## src/rtl/imem_loader.sv

```systemverilog
// Boot loader for the instruction store: collects a length-prefixed little-endian
// byte stream, writes one 32-bit word per 4 bytes and holds the CPU until the load ends.
module imem_loader #(
  parameter int WORDSIZE = 32,
  parameter int DEPTH    = 1024
) (
  input  logic                clk,
  input  logic                reset,
  input  logic [7:0]          in_data,
  input  logic                in_valid,
  output logic                in_ready,
  input  logic                restart,
  output logic                mem_we,
  output logic [31:0]         mem_addr,
  output logic [WORDSIZE-1:0] mem_wdata,
  output logic [31:0]         words_loaded,
  output logic                done,
  output logic                error,
  output logic                cpu_hold
);

  typedef enum logic [2:0] {
    S_IDLE = 3'd0,
    S_LEN  = 3'd1,
    S_DATA = 3'd2,
    S_DONE = 3'd3,
    S_ERR  = 3'd4
  } state_t;

  localparam logic [31:0] DEPTH_W = 32'(DEPTH);

  state_t              state_r;
  logic [1:0]          bidx_r;
  logic [WORDSIZE-1:0] shift_r;
  logic [31:0]         len_r;

  logic                accept_s;
  logic [WORDSIZE-1:0] word_s;
  logic                last_write_s;

  // Handshake decode and the word completed by the byte currently on the bus
  always_comb begin
    accept_s     = in_valid && in_ready;
    word_s       = {in_data, shift_r[WORDSIZE-9:0]};
    last_write_s = mem_we && (mem_addr == (len_r - 32'd1));
  end

  // Loader state machine with registered handshake, write-port and status outputs
  always_ff @(posedge clk or negedge reset) begin
    if (!reset) begin
      state_r      <= S_IDLE;
      bidx_r       <= 2'd0;
      shift_r      <= {WORDSIZE{1'b0}};
      len_r        <= 32'd0;
      in_ready     <= 1'b0;
      mem_we       <= 1'b0;
      mem_addr     <= 32'd0;
      mem_wdata    <= {WORDSIZE{1'b0}};
      words_loaded <= 32'd0;
      done         <= 1'b0;
      error        <= 1'b0;
      cpu_hold     <= 1'b1;
    end else begin
      mem_we <= 1'b0;
      if (mem_we) begin
        words_loaded <= words_loaded + 32'd1;
      end
      if (accept_s) begin
        shift_r[{bidx_r, 3'b000} +: 8] <= in_data;
        bidx_r                         <= bidx_r + 2'd1;
      end
      case (state_r)
        S_IDLE: begin
          state_r  <= S_LEN;
          in_ready <= 1'b1;
        end
        S_LEN: begin
          if (accept_s && (bidx_r == 2'd3)) begin
            len_r <= word_s;
            if (word_s == 32'd0) begin
              state_r  <= S_DONE;
              in_ready <= 1'b0;
              done     <= 1'b1;
              cpu_hold <= 1'b0;
            end else if (word_s > DEPTH_W) begin
              state_r  <= S_ERR;
              in_ready <= 1'b0;
              error    <= 1'b1;
            end else begin
              state_r <= S_DATA;
            end
          end
        end
        S_DATA: begin
          // words_loaded is settled here: the previous write ended at least 3 edges ago
          if (accept_s && (bidx_r == 2'd3)) begin
            mem_we    <= 1'b1;
            mem_addr  <= words_loaded;
            mem_wdata <= word_s;
          end
          if (last_write_s) begin
            state_r  <= S_DONE;
            in_ready <= 1'b0;
            done     <= 1'b1;
            cpu_hold <= 1'b0;
          end
        end
        S_DONE, S_ERR: begin
          if (restart) begin
            state_r      <= S_IDLE;
            in_ready     <= 1'b0;
            done         <= 1'b0;
            error        <= 1'b0;
            cpu_hold     <= 1'b1;
            words_loaded <= 32'd0;
            bidx_r       <= 2'd0;
            len_r        <= 32'd0;
          end
        end
        default: begin
          state_r      <= S_IDLE;
          in_ready     <= 1'b0;
          done         <= 1'b0;
          error        <= 1'b0;
          cpu_hold     <= 1'b1;
          words_loaded <= 32'd0;
          bidx_r       <= 2'd0;
          len_r        <= 32'd0;
        end
      endcase
    end
  end

endmodule

```

## config.mk

```make
export PLATFORM = sky130hd
export DESIGN_NAME = imem_loader
export DESIGN_NICKNAME = d
export VERILOG_FILES = /design/src/rtl/imem_loader.sv
export SDC_FILE = /design/constraint.sdc
export NUM_CORES = 1
export LEC_CHECK = 0
export BUFFER_PORTS_ARGS = -buffer_cell sky130_fd_sc_hd__buf_2
export CORE_MARGIN = 2
export CORE_UTILIZATION = 55
export CTS_CLUSTER_DIAMETER = 100
export DETAILED_ROUTE_END_ITERATION = 8
export PLACE_DENSITY = 0.87
export SLEW_MARGIN = 20
export SYNTH_ARGS = -nofsm -noshare
export SYNTH_HDL_FRONTEND = slang
export SYNTH_SLANG_ARGS = --single-unit
```

## constraint.sdc

```tcl
create_clock -name clk -period 5.1 [get_ports clk]
set_input_delay 1.02 -clock clk [delete_from_list [all_inputs] [get_ports clk]]
set_output_delay 1.02 -clock clk [all_outputs]
set_load 0.03 [all_outputs]
```

* Yosys cells after proc, flatten, opt, wreduce, memory -nomap -nowiden *
Cells that the tools add are included.

storage, ports and cells
  word-level logic and storage cells = 84
  input bits = 12
  flip-flop bits (word level) = 170
  output and inout port bits = 101

operators by class
  reductions and logical operators = 14
  muxes and demuxes = 36
  $add $sub $neg = 4
  bitwise operators = 2
  equal/unequal tests = 13
  shift operators = 2
  $lt $le $gt $ge = 1

operators by type and width
  operator                                                                 number
  32-bit 2-to-1 mux                                                        4
  32-bit case mux with 3 select lines                                      1
  32-bit case mux with 2 select lines                                      1
  32-bit by 1-bit adder with 32-bit output (second input constant)         1
  32-bit bitwise mux                                                       1
  32-bit == test                                                           1
  32-bit by 11-bit > comparator with 1-bit output (second input constant)  1
  32-bit logical NOT                                                       1
  8-bit by 7-bit variable shift with 32-bit output (first input constant)  1
  8-bit by 7-bit indexed part select with 32-bit output                    1
  32-bit by 1-bit subtractor with 32-bit output (second input constant)    1
  1-bit 2-to-1 mux                                                         16
  3-bit 2-to-1 mux                                                         5
  2-bit inequality test (second input constant)                            6
  1-bit case mux with 4 select lines                                       3
  3-bit case mux with 4 select lines                                       1
  5-bit AND reduction                                                      2
  5-bit negation with 7-bit output                                         1
  3-bit by 2-bit == test with 1-bit output (second input constant)         2
  3-bit AND reduction                                                      2
  2-bit 2-to-1 mux                                                         2
  2-bit case mux with 2 select lines                                       1
  4-bit AND reduction                                                      1
  2-bit OR reduction                                                       2
  11 further kinds                                                         14

* Longest topological paths before layout *
  depth in word-level cells = 5
  gate-level depth with buffers = 10

* Least setup slack after synthesis *
No wires, ideal clock.

  kind = input port to flip-flop
  start = input port in_valid
  end = register in_ready
  path buffers = 1
  data arrival time = 2597 ps
  setup time = 122 ps
  required time = 4978 ps
  stages = 9
  slack = 2381 ps
  path through = and2_1 -> clkbuf_1 -> nand3b_1 -> a32o_1 -> nor4_1 -> and4b_4 -> nand4_2 -> nor3_1 -> nor2_1

on the way
  cells in the longest elaborated chain, start to end = 4

RTL lines
  element                                 RTL line  RTL
  from (decl)                             10        input logic in_valid,
  1-bit logical AND                       43        accept_s = in_valid && in_ready;
  1-bit logical AND                       78        if (accept_s && (bidx_r == 2'd3)) begin
  2-bit inequality test (no source line)  -
  4-bit AND reduction (no source line)    -
  to (signal assigned)                    75        in_ready <= 1'b1;
  to (signal assigned)                    82        in_ready <= 1'b0;
  to (signal assigned)                    87        in_ready <= 1'b0;
  to (decl)                               11        output logic in_ready,

Every way passes these cells.
A chain may end at the register's enable or synchronous reset.

* Final worst setup path *
  start = register len_r[0]
  end = register done

on the way
  cells in the longest elaborated chain, start to end = 5

RTL lines
  element                                        RTL line  RTL
  from (decl)                                    35        logic [31:0] len_r;
  from (signal assigned)                         79        len_r <= word_s;
  32-bit by 1-bit subtractor with 32-bit output  45        last_write_s = mem_we && (mem_addr == (len_r - 32'd1));
  32-bit == test                                 45
  1-bit logical AND                              45
  2-bit inequality test (no source line)         -
  5-bit AND reduction (no source line)           -
  to (signal assigned)                           60        done <= 1'b0;
  to (signal assigned)                           83        done <= 1'b1;
  to (signal assigned)                           104       done <= 1'b1;
  to (decl)                                      17        output logic done,

Every way passes these cells.

==> impl_results.md <==
- Post-route ant nets: 0
- Vias in the first global route: roughly 6200
- CP Cell Sequence: inv_1, ha_1, nor2b_1, and4_1, and3_1, a31oi_1, a2111oi_2, nand4b_1, nor2_2, a31o_1
- Type of destination of the critical path: register
- I/O Pins: 113
- Top cell type's share of synthesized area: 51.1%
- Pin count of the biggest net entering global routing: 67
- WS Path Type: register to register
- Ys Warns: 0
- Cell area after synthesis: slightly below 0.008 sq mm
- Prevailing post-synth register cell: dfrtp_1
- Multiplexer area fraction after synthesis: under 10%
- Dpl hpwl: 13.6 mm
- Synthesized area per cell: ~10 sq um
- Tot GR Track Use: roughly 27%
- Vias per inst: around 6.0
- Sequential area share after synthesis: 51.4%
- Power density cells: just under 600 mW/mm^2
- VDD IR max: ~0.32 mV
- I/O Buffers: ~110
- Layout cells sized above 1: between 20% and 30%
- Die height: 124 microns
- H-tree levels: 4
- Final hold violations: 0
- Clock Root Buffer: clkbuf_16
- Synth top cells by count: dfrtp_1 (161), nand2_1 (116), mux2_2 (56), nor2_1 (53), o21ai_0 (53)
- Die W: 124 microns
- Final setup viols: 0
- Worst setup SP type: register
- Slew headroom: a little under two fifths
- WP data required: 5.47 ns
- Clock Latency Late Sink: roughly 0.44 ns
- Layout fillers: 1020
- Total length of routed wires: roughly 19 mm
- Core ar.: between 0.01 and 0.015 sq mm
- Max Root-Sink Buffers: 2
- Drt pass-1 iters: 7
- Slew @ Worst Pin: ~0.94 ns
- Count leader, synth: dfrtp_1
- Area occupied by multi-input gates: 0.00367 sq mm
- Post-CTS Setup Bufs: 0
- Largest area contributor in the netlist: dfrtp_1
- PostCTS Resize Cnt: 0
- Fraction of registers with async set/reset: between 90% and 100%
- Simple-Gate Fraction of Synth Area: 18.6%
- Antenna violations before repair: 0
- Leakage: 4.59 nW
- Setup TNS: 0 ns
- Via count: roughly 6400
- Max Fclk: between 300 and 400 MHz
- Synth area leaders: dfrtp_1 (51%), mux2_2 (8.0%), nand2_1 (5.5%)
- Gr ovfl total: 0
- Clk slew on worst S/H paths: around 0.060 ns
- Crit path largest cell delay: about 0.43 ns
- Tmin final: slightly below 3 ns
- RSZ-0062 raised after global routing: false
- Compound-Gate Fraction of Synth Area: between 10 and 15%
- Inserted Diodes: 0
- Status: complete, no violations
- Adder-cell share of the synthesized area: 1.11%
- Initial DRC Count: approximately 480
- CP max FO: 6
- Nets: 883
- Largest family of logic cells by synthesized area: simple AND/OR/NAND/NOR gates
- First-pass GRT wire length: about 32 mm
- CTS tree: built
- HP Class: register to register
- Maxcap violations: 0
- Routed len/inst: approximately 18 microns
- XOR/XNOR share of the synthesized area: roughly 7.1%
- Gpl congestion: about 0.93
- Seq. cell area: around 0.004 sq mm
- Yosys reg bits: between 150 and 200
- Arrival time at the worst endpoint: between 3 and 4 ns
- Tcrit/Tclk final: approximately 58%
- Final core utilization: 66.2%
- Clk sinks: about 160
- Initial Util: 56.6%
- Cts hold-fix bufs: 0
- Mapped Nets: a little under 800
- CP max-delay cell: dfrtp_1
- Row count: 43
- Synthesis-to-finish area growth: 17.0%
- Die Area: between 0.015 and 0.02 sq mm
- Worst Skew: roughly 0.007 ns
- Number of synthesized flops with an enable pin: 0
- Cells after Synth: ~760
- TritonCTS buffer count: 17
- Distinct cells, synth: 69
- # DRC: 0
- Slew Limit Fails: 0
state kept, by name (all words and copies together) (netlist names):
| signal | flops |
|---|---|
| bidx_r | 2 |
| cpu_hold | 1 |
| done | 1 |
| error | 1 |
| in_ready | 1 |
| len_r | 32 |
| mem_addr | 32 |
| mem_wdata | 32 |
| mem_we | 1 |
| shift_r | 24 |
| state_r | 3 |
| words_loaded | 32 |
stage by stage:
step / total power, mW / std cells / setup slack [ns] / hold WS, ns / instance area, sq um
after floorplan: 3.49 / 756 / 2.38 / 0.469 / 7890
after global placement: 3.93 / 1025 / 2.15 / 0.482 / 8600
after detailed placement: 4.01 / 1025 / 1.93 / 0.488 / 8600
after CTS: 5.34 / 1057 / 2.18 / 0.506 / 9210
after global routing: 5.71 / 1057 / 1.87 / 0.521 / 9230
final: 5.39 / 1057 / 2.13 / 0.502 / 9230
layer usage:
layer / GRT usage [%] / wire (microns)
met1: 34.9 / 7990
met2: 43.7 / 9570
met3: 5.63 / 1140
met4: 12.6 / 676
met5: 0 / 0
kinds of logic after synthesis:
kind of cell / Yosys count
simple gates: 290
compound gates: 128
mux: 60
xor+xnor: 64
flops: 162
buf+inv: 45
fa+ha+maj: 7
final timing paths:
check,depth (start not counted),endpoint,from,slack [ns]
min in group asynchronous,1,mem_wdata[12],reset,0.56
max in group asynchronous,2,mem_addr[13],reset,3.47
worst max register to register,10,done,len_r[0],2.13
worst min register to register,1,mem_wdata[18],mem_wdata[18],0.50
worst max-delay path,10,done,len_r[0],2.13
worst min-delay path,1,mem_wdata[18],mem_wdata[18],0.50
final cells by class:
cell class / count / area share [%]
clock buffer: 19 / 4.80
sequential: 162 / 43.9
timing repair buffer: 119 / 6.71
clock inverter: 13 / 1.75
multi-input combinational: 549 / 39.7
tap: 180 / 2.44
inverter: 15 / 0.610
placed cells by master, fill, tap and decap left out, types with 5 or more instances in the layout:
master     count
dfrtp_1      161
nand2_1      116
buf_2        111
mux2_2        56
nor2_1        53
o21ai_0       52
xnor2_1       34
xor2_1        30
a22o_1        24
clkbuf_16     17
nor3_1        15
inv_1         14
nor4_1        14
nand4_1       13
or3_1         13
nand3_1       12
a21oi_1       12
or4_1          7
a31oi_1        7
ha_1           7
buf_4          7
and3_1         5
clkinv_4       5
power by group:
group,internal (mW),switching [mW],total [mW]
sequential,1.46,0.259,1.71
clock,0.782,0.525,1.31
combinational,0.962,1.41,2.37
total,3.20,2.20,5.39
worst max-delay path: cells and delay by family, from the launching register on:
| kind | cells | cell delay, ns |
|---|---|---|
| and+or+nand+nor | 5 | 1.44 |
| buffers and inverters | 1 | 0.08 |
| adders and majority gates | 1 | 0.21 |
| AOI/OAI and AO/OA | 3 | 0.74 |
| DFF | 1 | 0.43 |
(Power assumes the default switching activity.)
